## src/rtl/elastic_pipeline.sv

```systemverilog
// Elastic {address, id} pipeline: DEPTH stages, each with a main and a skid register,
// so the upstream stall is a flop and the chain holds one token per cycle under backpressure.
module elastic_pipeline #(
  parameter  int ADDRESS_WIDTH = 32,
  parameter  int ID_WIDTH      = 4,
  parameter  int DEPTH         = 4,
  localparam int OCC_WIDTH     = $clog2(2*DEPTH+1)
) (
  input  logic                     clk,
  input  logic                     reset,
  input  logic                     flush,
  input  logic [ADDRESS_WIDTH-1:0] in_address,
  input  logic [ID_WIDTH-1:0]      in_id,
  input  logic                     in_valid,
  output logic                     out_stall,
  output logic [ADDRESS_WIDTH-1:0] out_address,
  output logic [ID_WIDTH-1:0]      out_id,
  output logic                     out_valid,
  input  logic                     in_stall,
  output logic [OCC_WIDTH-1:0]     occupancy
);

  localparam int DW = ADDRESS_WIDTH + ID_WIDTH;

  logic          r_main_v [DEPTH];
  logic [DW-1:0] r_main_d [DEPTH];
  logic          r_skid_v [DEPTH];
  logic [DW-1:0] r_skid_d [DEPTH];
  logic [OCC_WIDTH-1:0] r_occupancy;

  logic          w_in_v      [DEPTH];
  logic [DW-1:0] w_in_d      [DEPTH];
  logic          w_stall_nx  [DEPTH];
  logic          w_acc_in    [DEPTH];
  logic          w_main_free [DEPTH];
  logic          w_in_xfer;
  logic          w_out_xfer;

  // Stage k is fed by stage k-1's main register and stalled by stage k+1's skid flag.
  for (genvar g = 0; g < DEPTH; g++) begin : g_stage
    if (g == 0) begin : g_head
      assign w_in_v[g] = in_valid;
      assign w_in_d[g] = {in_address, in_id};
    end else begin : g_body
      assign w_in_v[g] = r_main_v[g-1];
      assign w_in_d[g] = r_main_d[g-1];
    end

    if (g == DEPTH-1) begin : g_tail
      assign w_stall_nx[g] = in_stall;
    end else begin : g_link
      assign w_stall_nx[g] = r_skid_v[g+1];
    end

    assign w_acc_in[g]    = w_in_v[g] & ~r_skid_v[g];
    assign w_main_free[g] = ~r_main_v[g] | ~w_stall_nx[g];
  end

  assign w_in_xfer  = in_valid & ~r_skid_v[0];
  assign w_out_xfer = r_main_v[DEPTH-1] & ~in_stall;

  // NOTE: payload registers are reset as well, so outputs are deterministic after reset.
  always_ff @(posedge clk or negedge reset) begin
    if (!reset) begin
      for (int k = 0; k < DEPTH; k++) begin
        r_main_v[k] <= 1'b0;
        r_main_d[k] <= '0;
        r_skid_v[k] <= 1'b0;
        r_skid_d[k] <= '0;
      end
      r_occupancy <= '0;
    end else begin
      for (int k = 0; k < DEPTH; k++) begin
        if (flush) begin
          r_main_v[k] <= 1'b0;
          r_skid_v[k] <= 1'b0;
        end else if (w_main_free[k]) begin
          // A parked skid token always has priority so ordering stays FIFO.
          if (r_skid_v[k]) begin
            r_main_v[k] <= 1'b1;
            r_main_d[k] <= r_skid_d[k];
          end else if (w_acc_in[k]) begin
            r_main_v[k] <= 1'b1;
            r_main_d[k] <= w_in_d[k];
          end else begin
            r_main_v[k] <= 1'b0;
          end
          r_skid_v[k] <= 1'b0;
        end else if (w_acc_in[k]) begin
          r_skid_v[k] <= 1'b1;
          r_skid_d[k] <= w_in_d[k];
        end
      end

      if (flush) begin
        r_occupancy <= '0;
      end else begin
        r_occupancy <= r_occupancy + OCC_WIDTH'(w_in_xfer) - OCC_WIDTH'(w_out_xfer);
      end
    end
  end

  assign out_stall   = r_skid_v[0];
  assign out_valid   = r_main_v[DEPTH-1];
  assign out_address = r_main_d[DEPTH-1][DW-1:ID_WIDTH];
  assign out_id      = r_main_d[DEPTH-1][ID_WIDTH-1:0];
  assign occupancy   = r_occupancy;

endmodule

```

## config.mk

```make
export PLATFORM = sky130hd
export DESIGN_NAME = elastic_pipeline
export DESIGN_NICKNAME = d
export VERILOG_FILES = /design/src/rtl/elastic_pipeline.sv
export SDC_FILE = /design/constraint.sdc
export NUM_CORES = 1
export LEC_CHECK = 0
export BUFFER_PORTS_ARGS = -buffer_cell sky130_fd_sc_hd__buf_2
export CELL_PAD_IN_SITES_DETAIL_PLACEMENT = 0
export CELL_PAD_IN_SITES_GLOBAL_PLACEMENT = 1
export CORE_UTILIZATION = 55
export CTS_BUF_LIST = sky130_fd_sc_hd__clkbuf_4 sky130_fd_sc_hd__clkbuf_8 sky130_fd_sc_hd__clkbuf_16
export CTS_CLUSTER_SIZE = 14
export DETAILED_ROUTE_END_ITERATION = 7
export PLACE_DENSITY = 0.88
export SLEW_MARGIN = 30
export SYNTH_ARGS = -nofsm -noshare
export SYNTH_HDL_FRONTEND = slang
export SYNTH_SLANG_ARGS = --single-unit
```

## constraint.sdc

```tcl
create_clock -name clk -period 4.44 [get_ports clk]
set_input_delay 0.888 -clock clk [delete_from_list [all_inputs] [get_ports clk]]
set_output_delay 0.888 -clock clk [all_outputs]
set_load 0.005 [all_outputs]
```

After elaboration in Yosys (flattened, before gate mapping):

Cells that the tools add are included.

* flip-flop bits (word level): 300
* bits of input ports: 41
* output and inout port bits: 42

* add/subtract/negate cells: 2
* multiplexer cells: 37
* bitwise logic cells: 23
* reduce and logical (&&, ||, !) cells: 20

Operators by type and width (count)
* two-way mux 36 bit: 8
* two-way mux 1 bit: 28
* AND reduction 3 bit: 8
* nonzero test 2 bit: 8
* inverter 1 bit: 14
* nonzero test 3 bit: 4
* AND 1 bit: 5
* adder 4 x 1 -> 4 bit: 1
* two-way mux 4 bit: 1
* bitwise OR 1 bit: 4
* subtractor 4 x 1 -> 4 bit: 1

Depth between registers and ports, before layout:

* depth in word-level cells: 6
* depth in mapped cells: 7
* depth with buffers taken out: 7

Worst setup path after synthesis:

Ideal clock, no wire load.

* path kind: in2reg
* start point: input port flush
* end point: register r_skid_d[41] (netlist bit)
* setup time: 125 ps
* arrival time: 2119 ps
* required time: 4315 ps
* path slack: 2196 ps
* stages on the path: 6
* path through: buf_2 nand3b_1 nor3b_1 buf_4 buf_4 mux2_2

* cells in the longest elaborated chain, start to end: 2

Ends and longest elaborated chain
* start, declared: RTL line 11 `input logic flush,`
* inverter 1 bit (no line)
* AND reduction 3 bit (no line)
* end signal, assigned by index: RTL line 91 `r_skid_d[k] <= w_in_d[k];`
* end, declared: RTL line 28 `logic [DW-1:0] r_skid_d [DEPTH];`

Every way passes these cells.
A chain may end at the register's enable or synchronous reset.

Final worst setup path:

* start point: register r_skid_v, in the netlist out_stall
* end point: output port out_stall

RTL lines
* start, declared: RTL line 27 `logic r_skid_v [DEPTH];`
* start signal, assigned by index: RTL line 68 `r_skid_v[k] <= 1'b0;`
* start signal, assigned by index: RTL line 76 `r_skid_v[k] <= 1'b0;`
* start signal, assigned by index: RTL line 88 `r_skid_v[k] <= 1'b0;`
* end, declared: RTL line 15 `output logic out_stall,`

No word-level cell between the ends.

==> impl_metrics.json <==
{
  "netlist_top_cells_area": "dfrtp_1 (57%), mux2_2 (36%), buf_4 (2.7%)",
  "syn_area_mm2": 0.0133,
  "overflow": 0,
  "synth_cells": 860,
  "reg2reg_to": "r_main_d[77]",
  "max_stage_delay_ns": 0.80,
  "worstMarginPinSlew_ns": 0.896,
  "viasPerCell": 5.63,
  "synth_edf_count": 0,
  "r2r_cells": 4,
  "drt_drc_violations_left": 0,
  "clock_latency_ns": 0.55,
  "p_leak_nw": 6.90,
  "drt_wl_total_um": 23600,
  "drt-initial-drc-count": 244,
  "slew_violations": 0,
  "relSlewSlack_pct": 40.1,
  "antenna_left": 0,
  "first_global_vias": 7468,
  "hold_viol_final": 0,
  "path_clk_slew_ns": 0.06,
  "post-route-min-period_ns": 2.45,
  "top_layer": "met4",
  "clkSinkCount": 300,
  "critPathMaxFanout": 39,
  "setup_viol": 0,
  "placed_cells": 1196,
  "setup_slack_ns": 1.99,
  "hpwl_um": 14500,
  "ff2ff_setup_slack_ns": 2.03,
  "worstPathCellList": "buf_2",
  "gp_congestion": 0.689,
  "place_ws_ns": 1.49,
  "stdcell_count": 1247,
  "first_pass_iters": 4,
  "cap_violations": 0,
  "cts-root-buf": "clkbuf_16",
  "vdd_drop_max_v": 0.000301,
  "crit_start": "out_stall",
  "synth_flop_cell": "dfrtp_1",
  "comb_power_share_pct": 14.5,
  "io_buffers": 82,
  "grtUsageTotal_pct": 20.1,
  "ys_seq_elements": 300,
  "grt_max_degree": 104,
  "power.total_w": 0.00697,
  "die_width_um": 157,
  "holdBufCountCts": 0,
  "antenna_found_initial": 0,
  "coreArea_mm2": 0.0235,
  "final_nets": 957,
  "yosys_warnings": 0,
  "cp_slowest_cell": "dfrtp_4",
  "wl_per_cell_um": 18.9,
  "h-tree-depth": 1,
  "cts_setup_buffers": 0,
  "ctsLongestPathBuffers": 3,
  "seq_power_share_pct": 49.5,
  "tns_ns": 0,
  "start_util_pct": 56.3,
  "design_area_mm2": 0.0148,
  "wl_met1_um": 10600,
  "end_kind": "output port",
  "p_switching_w": 0.00166,
  "p_clk_share_pct": 36.1,
  "critPathLaunchType": "register",
  "hp-class": "input pin to async pin",
  "path_class": "register to output port",
  "synth_top_area_cell": "dfrtp_1",
  "crit_buf_inv": 1,
  "cp_top_family": "flip-flops",
  "grt_pass1_wl_um": 39100,
  "ios": 83,
  "p_int_w": 0.00530,
  "die_h_um": 157,
  "skew_ns": 0.0125,
  "synth_top_area_share_pct": 56.6,
  "routed-wl-met3_um": 772,
  "synthToLayoutAreaGrowth_pct": 11.7,
  "syn-mean-instance-area_um2": 15.4,
  "switching_share_pct": 23.9,
  "p_per_area_mw_per_mm2": 470,
  "dpl_cell_area_mm2": 0.0138,
  "rsz0062_at_grt": "no",
  "ys_types": 25,
  "tritoncts": "done",
  "critical_path_arrival_ns": 1.56,
  "numCtsBuffers": 31,
  "via_count": 7019,
  "min_period_over_period_pct": 55.2,
  "cts_resized": 0,
  "die_area_mm2": 0.0247,
  "timing.fmax_mhz": 408,
  "rows": 56,
  "synth_nets": 906,
  "n_antenna_cell": 0,
  "rr_startpoint": "r_skid_v[2]",
  "status": "complete, no violations",
  "yosysSeqAreaShare_pct": 56.6,
  "met2_length_um": 11700,
  "required_ns": 3.55,
  "drive_gt1_share_pct": 63.5,
  "ys_async_sr_fraction_pct": 100
}
[registers in the layout (all words and copies together), names as in the netlist]
signal	flops
out_id	4
out_address	32
r_skid_d	144
out_valid	1
out_stall	1
r_main_d	108
occupancy	4
r_main_v	3
r_skid_v	3
[per-stage QoR]
stage          utilization [%]  hold slack (ns)
2_1_floorplan                -            0.452
3_3_place_gp              58.3            0.461
3_5_place_dp              58.6            0.476
4_1_cts                   62.8            0.435
5_1_grt                   62.9            0.456
6_report                  62.9            0.382
[how the worst max path moves through the flow]
stage / slack [ns] / cells after the start / to
floorplan: 2.20 / 6 / r_skid_d[41]
global placement: 1.51 / 4 / r_main_d[81]
detailed placement: 1.49 / 4 / r_skid_d[88]
CTS: 1.47 / 4 / r_skid_d[74]
global route: 1.90 / 4 / r_main_d[77]
finish: 1.99 / 1 / out_stall
[final cells by class]
class	instances	area [µm²]
multi-input cells	475	5230
flip-flops and latches	300	7520
clock buffers	46	945
clock inverters	4	45.0
well taps	319	399
fillers	1782	8730
repair buffers	99	654
inverters	4	15.0
[kinds of logic after synthesis]
family / Yosys count / share of synthesized area, %
muxes: 432 / 36.7
DFF: 300 / 56.6
buffers and inverters: 85 / 4.10
and+or+nand+nor: 27 / 1.36
AOI/OAI and AO/OA: 9 / 0.585
adders and majority gates: 5 / 0.528
xor gates and xnor gates: 2 / 0.132
[layout by cell type (no fill, tap or decap), types with 3 or more instances in the layout]
master and instances:
clkbuf_16 31, buf_4 9, mux2_2 427, nand2_1 3, buf_2 81, mux2_1 5
clkbuf_8 9, ha_1 4, nor3b_2 3, nor2b_1 3, nor2_1 7, inv_1 4
a21oi_1 6, dfrtp_4 3, dfrtp_1 296, buf_12 5, clkinv_2 3, clkbuf_4 6
[synth_stat cells (3+ instances only)]
cell type    n
mux2_2     427
dfrtp_1    300
buf_4       48
buf_2       17
clkbuf_1    13
nor2_1       7
a21oi_1      6
mux2_1       5
ha_1         4
inv_1        4
buf_6        3
nand2_1      3
nor2b_1      3
nor3b_1      3
[power by group through the flow]
| stage | Clock [W] | Combinational (W) | Sequential, W |
|---|---|---|---|
| floorplan | 0 | 0.000858 | 0.00338 |
| global route | 0.00267 | 0.00111 | 0.00351 |
| finish | 0.00251 | 0.00101 | 0.00345 |
| detailed placement | 0 | 0.00102 | 0.00349 |
| CTS | 0.00256 | 0.00103 | 0.00345 |
| global placement | 0 | 0.000998 | 0.00348 |
[routing by layer]
metal | track usage, % | vias up
li1 | - | 3134
met2 | 34.0 | 99
met5 | 0 | -
met3 | 2.95 | 42
met4 | 5.32 | 0
met1 | 27.1 | 3744
Note: power is estimated with default switching activity, not from simulation.
